**config.mk**
```make
export PLATFORM = sky130hd
export DESIGN_NAME = sleep_ms_timer
export DESIGN_NICKNAME = d
export VERILOG_FILES = /design/src/rtl/sleep_pkg.sv /design/src/rtl/ms_prescaler.sv /design/src/rtl/sleep_ms_timer.sv
export SDC_FILE = /design/constraint.sdc
export NUM_CORES = 1
export LEC_CHECK = 0
export BUFFER_PORTS_ARGS = -buffer_cell sky130_fd_sc_hd__buf_2
export CAP_MARGIN = 20
export CORE_ASPECT_RATIO = 0.75
export CORE_MARGIN = 2
export CORE_UTILIZATION = 55
export CTS_BUF_LIST = sky130_fd_sc_hd__clkbuf_4 sky130_fd_sc_hd__clkbuf_8
export CTS_CLUSTER_SIZE = 30
export DETAILED_ROUTE_END_ITERATION = 6
export GPL_ROUTABILITY_DRIVEN = 0
export HOLD_SLACK_MARGIN = 0.02
export PLACE_DENSITY = 0.85
export SLEW_MARGIN = 20
export SYNTH_ARGS = -nofsm -noshare
export SYNTH_HDL_FRONTEND = slang
export SYNTH_SLANG_ARGS = --single-unit
```
**constraint.sdc**
```tcl
create_clock -name __clk -period 2.9 [get_ports __clk]
set_input_delay 0.435 -clock __clk [delete_from_list [all_inputs] [get_ports __clk]]
set_output_delay 0.435 -clock __clk [all_outputs]
set_load 0.005 [all_outputs]
```
**src/rtl/sleep_pkg.sv**
```systemverilog
// Shared definitions for the sleep-style timing callees: the call-state
// encoding, the prescaler width helper and the default clock rate.
package sleep_pkg;

    // 100 MHz clock: one millisecond is 100000 cycles.
    localparam int unsigned DEFAULT_CYCLES_PER_MS = 100000;

    typedef enum logic [1:0] {
        ST_IDLE = 2'd0,
        ST_RUN  = 2'd1,
        ST_DONE = 2'd2
    } sleepState_e;

    // Smallest width that can hold CYCLES_PER_MS-1, never less than one bit.
    function automatic int unsigned prescalerWidth(input int unsigned cyclesPerMs);
        int unsigned w;
        w = 1;
        while ((w < 32) && ((32'd1 << w) < cyclesPerMs)) begin
            w = w + 1;
        end
        return w;
    endfunction

endpackage

```
**src/rtl/ms_prescaler.sv**
```systemverilog
// Loadable down-counter that divides the clock into millisecond periods.
// A load restarts the period at CYCLES_PER_MS-1; while enabled it counts
// down and parks at zero, where terminal marks the last cycle of the period.
module ms_prescaler
    import sleep_pkg::*;
#(
    parameter int unsigned CYCLES_PER_MS = DEFAULT_CYCLES_PER_MS,
    localparam int unsigned PW = prescalerWidth(CYCLES_PER_MS)
) (
    input  logic          clk_i,
    input  logic          rst_i,
    input  logic          load_i,
    input  logic          enable_i,
    output logic          terminal_o,
    output logic [PW-1:0] count_o
);

    localparam logic [PW-1:0] RELOAD = PW'(CYCLES_PER_MS - 1);

    logic [PW-1:0] count_q;
    logic [PW-1:0] count_d;

    // Next count: a load wins over counting, and the counter holds at zero.
    always_comb begin
        count_d = count_q;
        if (load_i) begin
            count_d = RELOAD;
        end else if (enable_i && (count_q != '0)) begin
            count_d = count_q - PW'(1);
        end
    end

    // Count register, cleared asynchronously so an abandoned sleep leaves no residue.
    always_ff @(posedge clk_i or posedge rst_i) begin
        if (rst_i) begin
            count_q <= '0;
        end else begin
            count_q <= count_d;
        end
    end

    assign terminal_o = (count_q == '0);
    assign count_o    = count_q;

endmodule

```
**src/rtl/sleep_ms_timer.sv**
```systemverilog
// Callee for the HLS `sleep` call: latches a millisecond count on start,
// counts it down on the 1 ms prescaler, pulses valid for one cycle and
// returns to idle. Port names follow the caller's call interface.
module sleep_ms_timer
    import sleep_pkg::*;
#(
    parameter int unsigned CYCLES_PER_MS = DEFAULT_CYCLES_PER_MS,
    parameter int unsigned MS_WIDTH      = 32
) (
    input  logic                __clk,
    input  logic                __reset,
    input  logic [MS_WIDTH-1:0] ms,
    input  logic                __start,
    output logic                __idle,
    output logic                __valid,
    output logic [MS_WIDTH-1:0] remaining
);

    localparam int unsigned PW = prescalerWidth(CYCLES_PER_MS);

    sleepState_e         state_q;
    sleepState_e         state_d;
    logic [MS_WIDTH-1:0] remaining_q;
    logic [MS_WIDTH-1:0] remaining_d;

    logic                presLoad;
    logic                presEnable;
    logic                presTerminal;
    logic [PW-1:0]       presCount;
    logic                msTick;

    ms_prescaler #(
        .CYCLES_PER_MS (CYCLES_PER_MS)
    ) u_prescaler (
        .clk_i      (__clk),
        .rst_i      (__reset),
        .load_i     (presLoad),
        .enable_i   (presEnable),
        .terminal_o (presTerminal),
        .count_o    (presCount)
    );

    assign presEnable = (state_q == ST_RUN);

    // A millisecond boundary is the last prescaler cycle of a period; the
    // flag and the zero count describe the same event and must agree.
    assign msTick = presTerminal && (presCount == '0);

    // Call sequencing: accept in IDLE, count whole milliseconds in RUN,
    // and spend exactly one cycle in DONE before accepting again.
    always_comb begin
        state_d     = state_q;
        remaining_d = remaining_q;
        presLoad    = 1'b0;
        case (state_q)
            ST_IDLE: begin
                if (__start) begin
                    if (ms == '0) begin
                        state_d = ST_DONE;
                    end else begin
                        state_d     = ST_RUN;
                        remaining_d = ms;
                        presLoad    = 1'b1;
                    end
                end
            end
            ST_RUN: begin
                if (msTick) begin
                    if (remaining_q == MS_WIDTH'(1)) begin
                        state_d     = ST_DONE;
                        remaining_d = '0;
                    end else begin
                        remaining_d = remaining_q - MS_WIDTH'(1);
                        presLoad    = 1'b1;
                    end
                end
            end
            ST_DONE: begin
                state_d = ST_IDLE;
            end
            default: begin
                state_d = ST_IDLE;
            end
        endcase
    end

    // State and remaining-count registers; reset abandons any sleep in flight.
    always_ff @(posedge __clk or posedge __reset) begin
        if (__reset) begin
            state_q     <= ST_IDLE;
            remaining_q <= '0;
        end else begin
            state_q     <= state_d;
            remaining_q <= remaining_d;
        end
    end

    assign __idle    = (state_q == ST_IDLE);
    assign __valid   = (state_q == ST_DONE);
    assign remaining = remaining_q;

endmodule

```
## Yosys cells after proc, flatten, opt, wreduce, memory -nomap -nowiden

Cells that the tools add are included.

| storage, ports and cells | value |
|---|---|
| register bits after elaboration | 51 |
| latch bits | 0 |
| input port bits | 35 |
| output and inout bits | 34 |
| memories | 0 |
| logic and storage cells | 38 |
| memory bits (read-only) | 0 |
| bits in writable memories | 0 |

| cells by class | value |
|---|---|
| bitwise operators | 0 |
| $lt $le $gt $ge | 0 |
| reduce and logical (&&, ||, !) cells | 9 |
| add/subtract/negate cells | 2 |
| multiplexer cells | 17 |
| equality and inequality tests | 7 |
| div/mod/pow operators | 0 |
| multipliers | 0 |
| shift-type cells | 0 |

Operators with widths:

| operator | number |
|---|---|
| $mux 32 | 4 |
| $pmux 32 s2 | 1 |
| $mux 17 | 2 |
| $eq 32x1->1 const B | 1 |
| $logic_not 32->1 | 1 |
| $sub 32x1->32 const B | 1 |
| $logic_not 17->1 | 1 |
| $reduce_bool 17->1 | 1 |
| $sub 17x1->17 const B | 1 |
| $mux 2 | 4 |
| $ne 2x2->1 const B | 4 |
| $mux 1 | 4 |
| $pmux 2 s2 | 1 |
| $reduce_and 4->1 | 1 |
| $reduce_bool 2->1 | 2 |
| $reduce_and 3->1 | 1 |
| $eq 2x1->1 const B | 1 |
| $eq 2x2->1 const B | 1 |
| $logic_not 2->1 | 1 |
| $pmux 1 s2 | 1 |
| $logic_and 1x1->1 | 1 |

## Logic depth before layout (Yosys ltp)

Gate-level depths: netlist of the first run.

| depth | value |
|---|---|
| depth after elaboration | 5 |
| mapped depth | 9 |
| mapped depth without buffers | 7 |

## By module

Synthesis of the first run repeated with hierarchy kept, for this count alone.

| second synthesis, totals | value |
|---|---|
| cells, all modules | 390 |
| area, all modules | 3373.2 um2 |

Modules (own cells, without submodules):

| module | instances | cells each | seq. area each (um2) | area an instance (um2) |
|---|---|---|---|---|
| sleep_ms_timer | 1 | 285 | 850.8 | 2373.5 |
| ms_prescaler | 1 | 105 | 425.4 | 999.7 |

## Least setup slack after synthesis of the first run

OpenSTA, ideal clock, no wires.

| path | value |
|---|---|
| path type | register to register |
| start point | register remaining_q[20], in the netlist remaining[20] |
| end point | register remaining_q[25], in the netlist remaining[25] |
| path buffers | 1 |
| cell stages (with the launch flop) | 7 |
| required time | 2756 ps |
| path slack | 566 ps |
| arrival time | 2190 ps |
| setup time | 144 ps |
| period minus slack after synthesis | 2334 ps |
| cells stage by stage | dfrtp_1 > nor4_1 > nand4_1 > or4b_1 > clkbuf_1 > a32oi_1 > o211ai_2 |

| between the ends | value |
|---|---|
| longest elaborated chain between the ends | 4 |
| elaborated cells between the ends (all ways) | 5 |
| those cells by class | 1 x add/sub; 1 x eq/ne; 3 x mux |

RTL lines:

| what | line | text |
|---|---|---|
| start: declaration | sleep_ms_timer.sv:23 | `logic [MS_WIDTH-1:0] remaining_q;` |
| start signal: assignment | sleep_ms_timer.sv:94 | `remaining_q <= remaining_d;` |
| $sub 32x1->32 / $eq 32x1->1 (equally long branches) | sleep_ms_timer.sv:73, sleep_ms_timer.sv:69 |  |
| $mux 32 (*) | sleep_ms_timer.sv:69 | `if (remaining_q == MS_WIDTH'(1)) begin` |
| $mux 32 (*) | sleep_ms_timer.sv:68 | `if (msTick) begin` |
| $pmux 32 s2 (*) | sleep_ms_timer.sv:55 | `case (state_q)` |

Mark *: on every way between the ends. The rest lies on a longest branch, timed or not. The select of a mux whose other input is x is not followed.
A chain may end at the register's enable or synchronous reset.

## Worst setup path after layout of the first run

| path | value |
|---|---|
| start point | register remaining_q[1], in the netlist remaining[1] |
| end point | register remaining_q[14], in the netlist remaining[14] |

Same word-level chain as after synthesis.

==> results of run 1 <==
## power by group through the flow
stage               clock network, W  logic (W)  registers (W)
CTS                         0.000496  0.0000532       0.000710
detailed placement                 0  0.0000530       0.000725
finish                      0.000500  0.0000539       0.000710
floorplan                          0  0.0000130       0.000725
global placement                   0  0.0000524       0.000725
global route                0.000529  0.0000591       0.000711
## synth_stat cells (6+ instances only)
| cell type | n | area (um^2) |
|---|---|---|
| o22ai_1 | 17 | 106 |
| dfrtp_1 | 51 | 1280 |
| nand3_1 | 24 | 120 |
| buf_2 | 8 | 40.0 |
| a22oi_1 | 20 | 150 |
| clkbuf_1 | 16 | 60.1 |
| nand4_1 | 9 | 56.3 |
| a32oi_1 | 12 | 105 |
| nand2_1 | 31 | 116 |
| o211ai_2 | 9 | 113 |
| nor2_1 | 25 | 93.8 |
| o2bb2ai_1 | 6 | 52.6 |
| o31a_1 | 7 | 61.3 |
| a2bb2oi_1 | 7 | 61.3 |
| a21oi_1 | 6 | 30.0 |
| nor3_1 | 24 | 120 |
| or4_1 | 7 | 52.6 |
| nor4_1 | 20 | 125 |
| xnor2_1 | 13 | 114 |
| inv_1 | 24 | 90.1 |
## metrics by stage
stage | area [um^2] | std cells
2_1_floorplan | 3430 | 390
3_3_place_gp | 3930 | 532
3_5_place_dp | 3930 | 532
4_1_cts | 4030 | 539
5_1_grt | 4030 | 539
6_report | 4030 | 539
## path summary, 6_finish.rpt
kind	start	endpoint	slack [ns]	cells after the start
worst min register to register	state_q[1]	state_q[1]	0.53	1
min in group __clk	ms[9]	remaining[9]	0.43	3
worst max register to register	remaining[1]	remaining[14]	0.35	8
worst max-delay path	remaining[1]	remaining[14]	0.35	8
max in group asynchronous	__reset	remaining[25]	2.09	3
worst min-delay path	__reset	remaining[17]	0.16	2
## worst max-delay path, stage by stage, from the launching register on
cell and delay (ns):
dfrtp_1 0.42, inv_1 0.12, ha_1 0.15, nor4b_1 0.45, nand4_1 0.25, o31a_1 0.45, buf_12 0.23, a32oi_1 0.24
o211ai_2 0.10
## layer usage
metal | part of all wire [%] | up-vias
li1 | - | 1657
met1 | 44 | 1690
met2 | 42 | 260
met3 | 13 | 19
met4 | 1.2 | 0
met5 | 0 | -
## flip-flops by register name (all words and copies together), names as in the netlist
name,count
state_q,2
u_prescaler.count_o,17
remaining,32
## cells by family (layout without fill, tap and decap cells)
kind of cell | count (synthesis) | in the layout | synth area share (%)
AOI/OAI and AO/OA | 102 | 102 | 24.3
xor gates and xnor gates | 15 | 15 | 3.84
adders and majority gates | 4 | 4 | 1.46
buffers and inverters | 50 | 121 | 5.99
DFF | 51 | 51 | 37.3
muxes | 2 | 2 | 0.584
and+or+nand+nor | 166 | 166 | 26.6
## area by class of cell
type	instances	area, um^2	area share [%]
Tap cell	78	97.6	2.42
Sequential cell	51	1280	31.6
Inverter	24	90.1	2.23
Clock inverter	1	30.0	0.745
Multi-Input combinational cell	289	1940	48.2
Clock buffer	6	76.3	1.89
Timing Repair Buffer	90	518	12.8
==> flow_summary_export.csv, run 1 <==
group,metric,value,unit
synth,seq_area_frac_synth,37.3,%
drt,avgViaCountPerCell,6.73,
drt,wl_per_cell,19.2,um
synth,synth_seq_cells,51,
global_routing,busiest_layer,"met1",
sta,maxSlewViolCount,0,
layout,utilization,68.2,%
layout,fill_cells,488,
global_routing,grt_pass1_wl,16.1,mm
clock_tree,cts_setup_buffers,0,
power,power-per-cell-area,313,mW/mm^2
clock_tree,numCtsBuffers,5,
sta,finalCritPeriodShare,88.0,%
global_routing,grt_util_met1,47.3,%
synth,synth_nets,429,
place,preCtsSetupSlack,0.419,ns
power,p_int,0.000993,W
layout,insertedDiodeCount,0,
sta,finalHoldViolCount,0,
clock_tree,cts_resized,0,
synth,synth-edff-count,0,
setup_path,worstSetupStartpointType,"flip-flop",
global_routing,grt_overflow,0,
floorplanning,start_util,57.9,%
synth,netlist_instances,390,
floorplanning,rows,24,
global_routing,grt_max_degree,40,
sta,maxSlewHeadroom,52.1,%
synth,synth_ff_type,"dfrtp_1",
clock_tree,ctsHoldBuffers,0,
floorplanning,die_x,95.1,um
power,power_switching,0.000271,W
setup_path,critical_path_class,"reg -> reg",
clock_tree,cts_num_sinks,51,
power,pwr-share-comb,4.3,%
sta,worst_pin_slew,0.711,ns
sta,setup_violations,0,
drt,drtAntennaViolNets,0,
clock_tree,insertion_delay,0.31,ns
global_routing,grt.total_usage,30.4,%
drt,post-route-drc-count,0,
floorplanning,fp.dieH,72.4,um
floorplanning,core_area,0.00592,mm^2
clock_tree,cts.clk_slew.worst_paths,0.09,ns
sta,fin_crit,2.55,ns
run,cap_viol_max_count,0,
synth,synth_cell_type_count,53,
sta,fin_skew,0.00892,ns
setup_path,cp_max_fo,28,
drt,drt_iter0_markers,363,
place,hpwl,7.51,mm
setup_path,crit_required,3.08,ns
power,switching_share,21.4,%
sta,rsz0062_at_grt,"no",
synth,syn_area,0.00343,mm^2
clock_tree,clockBufferDepth,2,
clock_tree,cts_tree,"done",
hold_path,min_path_type,"in -> async",
setup_path,worstPathArrival,2.73,ns
floorplanning,die-area,0.00688,mm^2
clock_tree,cts_root_buffer,"clkbuf_8",
place,io_buffers,68,
power,pwr-share-seq,56.2,%
global_routing,use_met3,8.31,%
drt,firstDrtPassIters,6,
layout,layout_commonest_cell,"buf_2",
power,clkPwrFrac,39.5,%
power,p_total,0.00126,W
sta,worst_hold_slack,0.160,ns
layout,final_cell_mix,"buf_2, dfrtp_1, nand2_1, nor2_1",
layout,drive_gt1_share,24.7,%
clock_tree,cts_max_level,2,
drt,wl,10.3,mm
synth,async_flop_share,100,%
floorplanning,ioPinCount,69,
sta,finalWorstSetupSlack,0.348,ns
global_routing,grt_pass1_vias,3151,
sta,fin_setup_tns,0,ns
run_status,status,"completed",
power,leakagePower,1.66,nW
synth,avgSynthCellArea,8.78,um^2
sta,max_freq,392,MHz
setup_path,endpoint_kind,"flip-flop",
drt,vias,3626,
synth,yosys_warnings,0,
layout,areaGrowthSynthToFinish,17.7,%
global_routing,antenna_found_initial,0,
global_routing,use_met2,41.9,%
power,vdd_drop_max,181,uV
layout,fin_nets,500,
Power figures use the tool's default switching activity.
==> run 2: changes to the inputs <==
- CORE_UTILIZATION: 55 -> 38
- PLACE_DENSITY: 0.85 -> 0.64
==> run 2 against run 1 <==
Against the previous run:
- clock power is 13% lower
- final cell count increased by 5.9%
- power shrank 5.3%
- hold slack lost 0.017 ns
- clock skew down 0.00054 ns
- sequential share of layout area decreased by 0.36 points
- worst setup slack worse by 0.14 ns
- final area rose by 1.1%
- fmax decreased by 5.3%
- die area is 42% higher
- first-iteration DRC count is 15% lower
- utilization fell by 21 points
==> flow_summary_export.csv, run 2 (same netlist as run 1, synthesis figures left out) <==
group,metric,value,unit
setup_path,worstPathArrival,2.86,ns
sta,fin_skew,0.00838,ns
drt,wl_per_cell,19.7,um
drt,drt_iter0_markers,307,
drt,post-route-drc-count,0,
setup_path,r2r-start,"remaining[8]",
clock_tree,cts_tree,"done",
floorplanning,ioPinCount,69,
floorplanning,start_util,39.8,%
layout,fin_nets,502,
global_routing,grt_max_degree,40,
floorplanning,die_x,114,um
clock_tree,cts_max_level,2,
drt,wl,11.3,mm
setup_path,reg2reg_slack,0.20,ns
power,leakagePower,1.66,nW
setup_path,crit_required,3.07,ns
power,vdd_drop_max,174,uV
layout,largest_reg_flops,32,
clock_tree,clockBufferDepth,2,
sta,rsz0062_at_grt,"no",
clock_tree,ctsHoldBuffers,0,
setup_path,endpoint_kind,"flip-flop",
clock_tree,numCtsBuffers,5,
clock_tree,cts_resized,0,
setup_path,r2r_end,"remaining[25]",
clock_tree,cts_setup_buffers,0,
sta,finalHoldViolCount,0,
drt,firstDrtPassIters,5,
power,power-per-cell-area,294,mW/mm^2
power,p_int,0.000919,W
power,switching_share,23.3,%
layout,areaGrowthSynthToFinish,19.1,%
global_routing,grt_pass1_vias,3384,
place,place_area,0.00399,mm^2
run_status,status,"completed",
power,clkPwrFrac,36.1,%
sta,finalWorstSetupSlack,0.205,ns
floorplanning,rows,29,
setup_path,critical_path_class,"reg -> reg",
power,power_switching,0.000279,W
clock_tree,insertion_delay,0.31,ns
sta,worst_pin_slew,0.723,ns
drt,drtAntennaViolNets,0,
layout,postLayoutCellArea,0.00408,mm^2
layout,final_cell_mix,"buf_2, dfrtp_1, nand2_1, nor2_1",
layout,drive_gt1_share,25.1,%
clock_tree,cts.clk_slew.worst_paths,0.10,ns
global_routing,grt.total_usage,23.7,%
power,pwr-share-comb,4.5,%
clock_tree,cts_num_sinks,51,
global_routing,grt_overflow,0,
sta,maxSlewViolCount,0,
global_routing,grt_pass1_wl,18.3,mm
sta,fin_setup_tns,0,ns
setup_path,crit_slowest_cell,"or4b_1",
power,pwr-share-seq,59.3,%
hold_path,min_path_type,"in -> async",
place,preCtsSetupSlack,0.223,ns
global_routing,antenna_found_initial,0,
floorplanning,die-area,0.00980,mm^2
setup_path,cp_max_fo,9,
sta,max_freq,371,MHz
setup_path,worstSetupStartpointType,"flip-flop",
place,io_buffers,68,
layout,layout_commonest_cell,"buf_2",
drt,vias,3616,
run,cap_viol_max_count,0,
floorplanning,core_area,0.00860,mm^2
floorplanning,fp.dieH,86.2,um
sta,maxSlewHeadroom,51.4,%
sta,fin_crit,2.70,ns
sta,setup_violations,0,
layout,insertedDiodeCount,0,
setup_path,cpPeakStageDelay,0.70,ns
place,hpwl,8.48,mm
setup_path,path_cells,"nor4_1 > nand2_1 > or4b_1 > a32oi_1 > o211ai_2",
clock_tree,cts_root_buffer,"clkbuf_8",
drt,avgViaCountPerCell,6.33,
setup_path,reg2regPathDepth,5,
sta,finalCritPeriodShare,92.9,%
[run 2: changes by cell type in the layout (fill, tap and decap cells not counted)]
| cell | previous run | this run |
|---|---|---|
| clkbuf_8 | 5 | 6 |
| clkinv_2 | 0 | 1 |
| bufinv_16 | 1 | 0 |
| buf_4 | 21 | 22 |
| clkbuf_4 | 1 | 0 |
| buf_12 | 1 | 2 |
[run 2: critical path, delay by kind of cell (launching register included)]
kind	cells	cell delay (ns)
DFF	1	0.47
and+or+nand+nor	3	1.65
AOI/OAI and AO/OA	2	0.42
[run 2: metal layers]
metal  part of all wire (%)  vias to the layer above  wire length, um  global-route usage [%]
li1                       -                     1653                -                       -
met1                     47                     1740             5330                    38.4
met2                     41                      210             4640                    32.2
met3                     11                       13             1190                    4.90
met4                   0.91                        0              102                    3.99
met5                      0                        -                0                       0
[run 2: power groups by stage]
stage,registers [W],clock network (W),logic [W]
4_1_cts,0.000711,0.000445,0.0000550
2_1_floorplan,0.000725,0,0.0000130
3_5_place_dp,0.000725,0,0.0000547
5_1_grt,0.000711,0.000464,0.0000597
3_3_place_gp,0.000725,0,0.0000545
6_report,0.000710,0.000433,0.0000545
[run 2: area by class of cell]
cell class                 count  area, um^2
timing repair buffer          92         546
fill                         844        4520
clock buffer                   6        82.6
multi-input combinational    289        1940
clock inverter                 1        5.00
sequential                    51        1280
inverter                      24        90.1
tap                          108         135
[run 2: stage by stage]
stage	power [W]	utilization [%]	hold slack [ns]	instances
3_5_place_dp	0.000779	46.4	0.497	564
3_3_place_gp	0.000779	46.4	0.490	564
4_1_cts	0.00121	47.4	0.157	571
2_1_floorplan	0.000738	-	0.462	390
6_report	0.00120	47.4	0.143	571
5_1_grt	0.00123	47.4	0.177	571
[run 2: worst max-delay path by stage]
stage                  start            end  slack, ns  cells after the start
2_1_floorplan  remaining[20]  remaining[25]       0.57                      6
3_3_place_gp    remaining[8]  remaining[25]       0.34                      5
6_report        remaining[8]  remaining[25]       0.20                      5
4_1_cts        remaining[12]  remaining[25]       0.21                      5
3_5_place_dp   remaining[12]  remaining[25]       0.22                      5
5_1_grt         remaining[8]  remaining[25]       0.02                      5
